==> src/rtl/mul_share_arbiter_if.sv <==
// mul_share_arbiter_if: request/response bus between NREQ client datapaths and the shared multiplier arbiter.
interface mul_share_arbiter_if #(
  parameter int NREQ = 4,
  parameter int IDW  = 2
);
  logic [NREQ-1:0]   req_valid;
  logic [NREQ-1:0]   req_ready;
  logic [4*NREQ-1:0] req_a;
  logic [4*NREQ-1:0] req_b;
  logic              rsp_valid;
  logic              rsp_ready;
  logic [7:0]        rsp_y;
  logic [IDW-1:0]    rsp_id;
  modport master (
    output req_valid, req_a, req_b, rsp_ready,
    input  req_ready, rsp_valid, rsp_y, rsp_id
  );
  modport slave (
    input  req_valid, req_a, req_b, rsp_ready,
    output req_ready, rsp_valid, rsp_y, rsp_id
  );
endinterface

==> src/rtl/mul_share_arbiter.sv <==
// mul_share_arbiter: round-robin sharing of one 4x4 unsigned array multiplier with a tagged one-entry output stage.
// Optional op_count handshake counter is built when MUL_SHARE_STATS_EN is defined.
module junsignedArrayMultiplier (
  output logic [7:0] Y,
  input  logic [3:0] A,
  input  logic [3:0] B
);
  // acc[r] holds the running sum after row r; bit 0 of each row is a final product bit
  logic [3:0][4:0] acc;
  logic [3:1][4:0] cy;
  assign acc[0] = {1'b0, A & {4{B[0]}}};
  for (genvar r = 1; r < 4; r++) begin : g_row
    assign cy[r][0]  = 1'b0;
    assign acc[r][4] = cy[r][4];
    for (genvar c = 0; c < 4; c++) begin : g_col
      logic p;
      assign p             = A[c] & B[r];
      assign acc[r][c]     = acc[r-1][c+1] ^ p ^ cy[r][c];
      assign cy[r][c+1]    = (acc[r-1][c+1] & p) | (cy[r][c] & (acc[r-1][c+1] ^ p));
    end
  end
  assign Y = {acc[3], acc[2][0], acc[1][0], acc[0][0]};
endmodule

module mul_share_arbiter #(
  parameter int NREQ = 4,
  parameter int IDW  = 2
) (
  input logic                clk,
  input logic                rst,
  mul_share_arbiter_if.slave bus
`ifdef MUL_SHARE_STATS_EN
  ,
  output logic [15:0]        op_count
`endif
);
  localparam logic [0:0] EMPTY = 1'b0;
  localparam logic [0:0] FULL  = 1'b1;
  logic [0:0]     state_q, state_d;
  logic [7:0]     y_q, y_d, mul_y;
  logic [IDW-1:0] id_q, id_d, ptr_q, ptr_d, g, idx;
  logic [3:0]     mul_a, mul_b;
  logic           found, can_accept, xfer;
  always_comb begin
    found = 1'b0;
    g     = '0;
    idx   = '0;
    for (int k = 0; k < NREQ; k++) begin
      idx = IDW'((int'(ptr_q) + k) % NREQ);
      if (!found && bus.req_valid[idx]) begin
        found = 1'b1;
        g     = idx;
      end
    end
  end
  assign can_accept    = (state_q == EMPTY) || bus.rsp_ready;
  assign xfer          = found && can_accept;
  assign bus.req_ready = xfer ? {{(NREQ-1){1'b0}}, 1'b1} << g : '0;
  assign mul_a         = bus.req_a[{g, 2'b00} +: 4];
  assign mul_b         = bus.req_b[{g, 2'b00} +: 4];
  junsignedArrayMultiplier u_mul (
    .Y (mul_y),
    .A (mul_a),
    .B (mul_b)
  );
  always_comb begin
    state_d = xfer ? FULL : (bus.rsp_ready ? EMPTY : state_q);
    y_d     = xfer ? mul_y : y_q;
    id_d    = xfer ? g : id_q;
    ptr_d   = xfer ? ((g == IDW'(NREQ - 1)) ? '0 : g + 1'b1) : ptr_q;
  end
  always_ff @(posedge clk) begin
    if (rst) begin
      state_q <= EMPTY;
      y_q     <= '0;
      id_q    <= '0;
      ptr_q   <= '0;
    end else begin
      state_q <= state_d;
      y_q     <= y_d;
      id_q    <= id_d;
      ptr_q   <= ptr_d;
    end
  end
  assign bus.rsp_valid = (state_q == FULL);
  assign bus.rsp_y     = y_q;
  assign bus.rsp_id    = id_q;
`ifdef MUL_SHARE_STATS_EN
  logic [15:0] cnt_q, cnt_d;
  always_comb cnt_d = (state_q == FULL && bus.rsp_ready && cnt_q != 16'hFFFF) ? cnt_q + 16'd1 : cnt_q;
  always_ff @(posedge clk) begin
    if (rst) cnt_q <= '0;
    else cnt_q <= cnt_d;
  end
  assign op_count = cnt_q;
`endif
endmodule

==> src/flat_wrapper.sv <==
// flat-port wrapper written by rule: the top's interface ports become plain ports
module mul_share_arbiter_flat 
#(
  parameter int NREQ = 4,
  parameter int IDW  = 2
)
  (clk, rst, bus_req_valid, bus_req_a, bus_req_b, bus_rsp_ready, bus_req_ready, bus_rsp_valid, bus_rsp_y, bus_rsp_id);
  mul_share_arbiter_if #(.NREQ(NREQ), .IDW(IDW)) bus_i ();
  input logic clk;
  input logic rst;
  input wire logic [$bits(bus_i.req_valid)-1:0] bus_req_valid;
  input wire logic [$bits(bus_i.req_a)-1:0] bus_req_a;
  input wire logic [$bits(bus_i.req_b)-1:0] bus_req_b;
  input wire logic [$bits(bus_i.rsp_ready)-1:0] bus_rsp_ready;
  output wire logic [$bits(bus_i.req_ready)-1:0] bus_req_ready;
  output wire logic [$bits(bus_i.rsp_valid)-1:0] bus_rsp_valid;
  output wire logic [$bits(bus_i.rsp_y)-1:0] bus_rsp_y;
  output wire logic [$bits(bus_i.rsp_id)-1:0] bus_rsp_id;
  assign bus_i.req_valid = bus_req_valid;
  assign bus_i.req_a = bus_req_a;
  assign bus_i.req_b = bus_req_b;
  assign bus_i.rsp_ready = bus_rsp_ready;
  assign bus_req_ready = bus_i.req_ready;
  assign bus_rsp_valid = bus_i.rsp_valid;
  assign bus_rsp_y = bus_i.rsp_y;
  assign bus_rsp_id = bus_i.rsp_id;
  mul_share_arbiter #(.NREQ(NREQ), .IDW(IDW)) u_core (.clk(clk), .rst(rst), .bus(bus_i));
endmodule
==> config.mk <==
export PLATFORM = sky130hd
export DESIGN_NAME = mul_share_arbiter_flat
export DESIGN_NICKNAME = d
export VERILOG_FILES = /design/src/rtl/mul_share_arbiter_if.sv /design/src/rtl/mul_share_arbiter.sv /design/src/flat_wrapper.sv
export SDC_FILE = /design/constraint.sdc
export NUM_CORES = 1
export LEC_CHECK = 0
export BUFFER_PORTS_ARGS = -buffer_cell sky130_fd_sc_hd__buf_2
export CAP_MARGIN = 30
export CORE_MARGIN = 8
export CORE_UTILIZATION = 50
export CTS_CLUSTER_DIAMETER = 200
export DETAILED_ROUTE_END_ITERATION = 6
export PLACE_DENSITY_LB_ADDON = 0.25
export SLEW_MARGIN = 20
export SYNTH_ARGS = -nofsm -noshare
export SYNTH_HDL_FRONTEND = slang
export SYNTH_HIERARCHICAL = 1
export SYNTH_SLANG_ARGS = --single-unit
==> constraint.sdc <==
create_clock -name clk -period 16.5 [get_ports clk]
set_clock_uncertainty 0.1 [all_clocks]
set_input_delay 1.65 -clock clk [delete_from_list [all_inputs] [get_ports clk]]
set_output_delay 1.65 -clock clk [all_outputs]
set_load 0.03 [all_outputs]
==> results.toml <==
[synthesis]
synth_compound_area_frac = 0.104
synth.area.top_cells = "dfxtp_1 (22%), mux2i_1 (22%), fa_1 (14%)"
synthAdderAreaFrac = 0.181
yosysMostFrequentCell = "nand2_1"
synth_edf_count = 0
netlist_area_sq_um = 1160
synth_cell_type_count = 24
synth_fp_nets = 189
synth_xor_area_frac = 0
ys_seq_elements = 13
synthFlopType = "dfxtp_1"
ys_warn_count = 6
syn_inst = 138
synthMuxAreaShare = 0.216
ys_seq_area_frac = 0.225
synth_commonest_cells = "nand2_1 (28), mux2i_1 (25), a21oi_1 (15), inv_1 (15), dfxtp_1 (13)"
async_flop_share = 0
synth_simple_gate_area_share = 0.194
synth_top_area_frac = 0.225
synth_area_leader_cell = "dfxtp_1"
synth_top_family_by_area = "multiplexers"
synth.avg_cell_area_sq_um = 8.40

[die]
dieArea_sq_um = 4110
num_io_pins = 54
initial_core_util = 0.524
die_w_microns = 64.1
row_count = 17
core_area_sq_um = 2210
dieHeight_microns = 64.1

[sta]
rsz0062_at_grt = "false"
final-hold-violation-count = 0
min_period_ps = 6680
setup-violations-final = 0
slew_violations = 0
worst_slew_pin_slew_ps = 927
timing.fmax_ghz = 0.150
min_period_over_period = 0.405
slew-limit-headroom = 0.382
setup_tns_ps = 0

[grt]
overflow = 0
grt_pass1_wl_microns = 4910
grt_pass1_vias = 1158
grt_max_degree = 22
grtUsageTotal = 0.143
antenna_found_initial = 0

[placed_design]
gp_congestion = 0.772
dpl_cell_area_sq_um = 1440
portBuffers = 53
dp_hpwl_microns = 2410

[power_and_ir_drop]
power.density_nw_per_um2 = 107
peakVddDrop_mv = 0.0737
p_leak_nw = 0.773

[worst_setup_path]
r2r_slack_ps = 10780
cp_max_fo = 13
worstPathRequired_ps = 16560
cpMostUsedCell = "fa_1"
crit_path_end_kind = "flip-flop"
crit_chain = "buf_2 -> a21oi_1 -> o21ai_1 -> o2bb2a_1 -> mux2i_1 -> and2_1 -> ha_1 -> inv_1 -> fa_1 -> fa_1 -> inv_1 -> fa_1 -> fa_1 -> fa_1 -> inv_1 -> fa_1 -> fa_1 -> inv_1 -> nand2_1 -> a21oi_1"
worst-setup-path-type = "in -> reg"
worstSetupStartpointType = "input port"
slowest_delay_ps = 620
crit_arrival_ps = 6740
worst-path-buf-inv = 5
cpLargestDelayFamily = "adder cells"
cpMaxStageDelayCell = "o2bb2a_1"

[drt]
drc = 0
ant_nets = 0
totalWireLength_microns = 2810
vias_per_cell = 5.03
first_iter_violations = 30
vias = 1096
first_pass_iters = 4
wl_per_cell_microns = 12.9

[run_status]
status = "finished, final reports clean"

[clock_network]
cts_resized = 0
numCtsBuffers = 3
cts.sinks = 13
cts_setup_buffers = 0
clockBufferDepth = 2
clock-root-buffer = "clkbuf_4"
clk_pin_slew_ps = 70
htree_levels = 1
clkLatencyLatePin_ps = 270
cts_tree = "built"
holdBufCountCts = 0

[cells_and_area]
finalInstanceArea_sq_um = 1470
area_delta_synth_final_pct = 26.7
final_layout_size_suffix_gt1_frac = 0.316
antenna_cells = 0
nNetsFinal = 242

[worst_hold_path]
min_path_type = "reg -> reg"

[run]
max_cap_viol_count = 0
-- tightest hold or removal path: stages (launching register included) --
cell and delay [ps]:
dfxtp_1 310, nand2_1 50, a21oi_1 50
-- power by group --
part / switching (mW) / total (mW) / internal (mW)
Combinational: 0.0575 / 0.0955 / 0.0380
Clock: 0.00985 / 0.0192 / 0.00938
Sequential: 0.00384 / 0.0421 / 0.0382
Total: 0.0712 / 0.157 / 0.0856
-- flip-flops by register name, indices dropped and copies added, names as in the netlist --
name,cells
u_core/bus.rsp_id,2
u_core/bus.rsp_y,8
u_core/bus.rsp_valid,1
u_core/ptr_q,2
-- metal layers --
metal  GRT usage  up-vias  routed length [microns]
li1            -      559                        -
met4      0.0409        0                       11
met2       0.274       21                     1590
met5           0        -                        0
met3      0.0418        3                      130
met1       0.146      513                     1080
-- kinds of logic after synthesis --
| kind of cell | after synthesis |
|---|---|
| fa+ha+maj | 12 |
| simple gates | 47 |
| buf+inv | 21 |
| flops | 13 |
| mux | 25 |
| compound gates | 20 |
-- final cells by class --
| type | instances | area [sq um] |
|---|---|---|
| multi-input combinational | 104 | 817 |
| fill | 199 | 744 |
| timing repair buffer | 54 | 273 |
| sequential | 13 | 260 |
| inverter | 15 | 56.3 |
| tap | 28 | 35.0 |
| clock buffer | 4 | 26.3 |
-- path summary, 6_finish.rpt --
path | from | endpoint | depth (start not counted)
min | u_core/bus.rsp_y[3] | u_core/bus.rsp_y[3] | 2
min reg2reg | u_core/bus.rsp_y[3] | u_core/bus.rsp_y[3] | 2
max reg2reg | u_core/ptr_q[1] | u_core/bus.rsp_y[6] | 21
max | bus_req_valid[0] | u_core/bus.rsp_y[6] | 20
-- cell usage in the layout (no fill, tap or decap), drive strengths merged, types with 4 or more instances in the layout --
| cell | n |
|---|---|
| clkbuf | 4 |
| mux2i | 25 |
| inv | 15 |
| dfxtp | 13 |
| a21oi | 15 |
| nor2 | 4 |
| and2 | 9 |
| nand2 | 28 |
| buf | 54 |
| ha | 4 |
| fa | 8 |
-- through the flow --
| step | hold slack [ps] | std cells | util | setup slack, ps | total power [mW] |
|---|---|---|---|---|---|
| finish | 353 | 218 | 0.663 | 9820 | 0.157 |
| floorplan | 386 | 138 | - | 10070 | 0.115 |
| CTS | 358 | 218 | 0.663 | 9800 | 0.160 |
| detailed placement | 347 | 214 | 0.652 | 9500 | 0.140 |
| global placement | 343 | 214 | 0.652 | 9590 | 0.137 |
| global route | 378 | 218 | 0.663 | 9530 | 0.174 |
(Power assumes the default switching activity.)
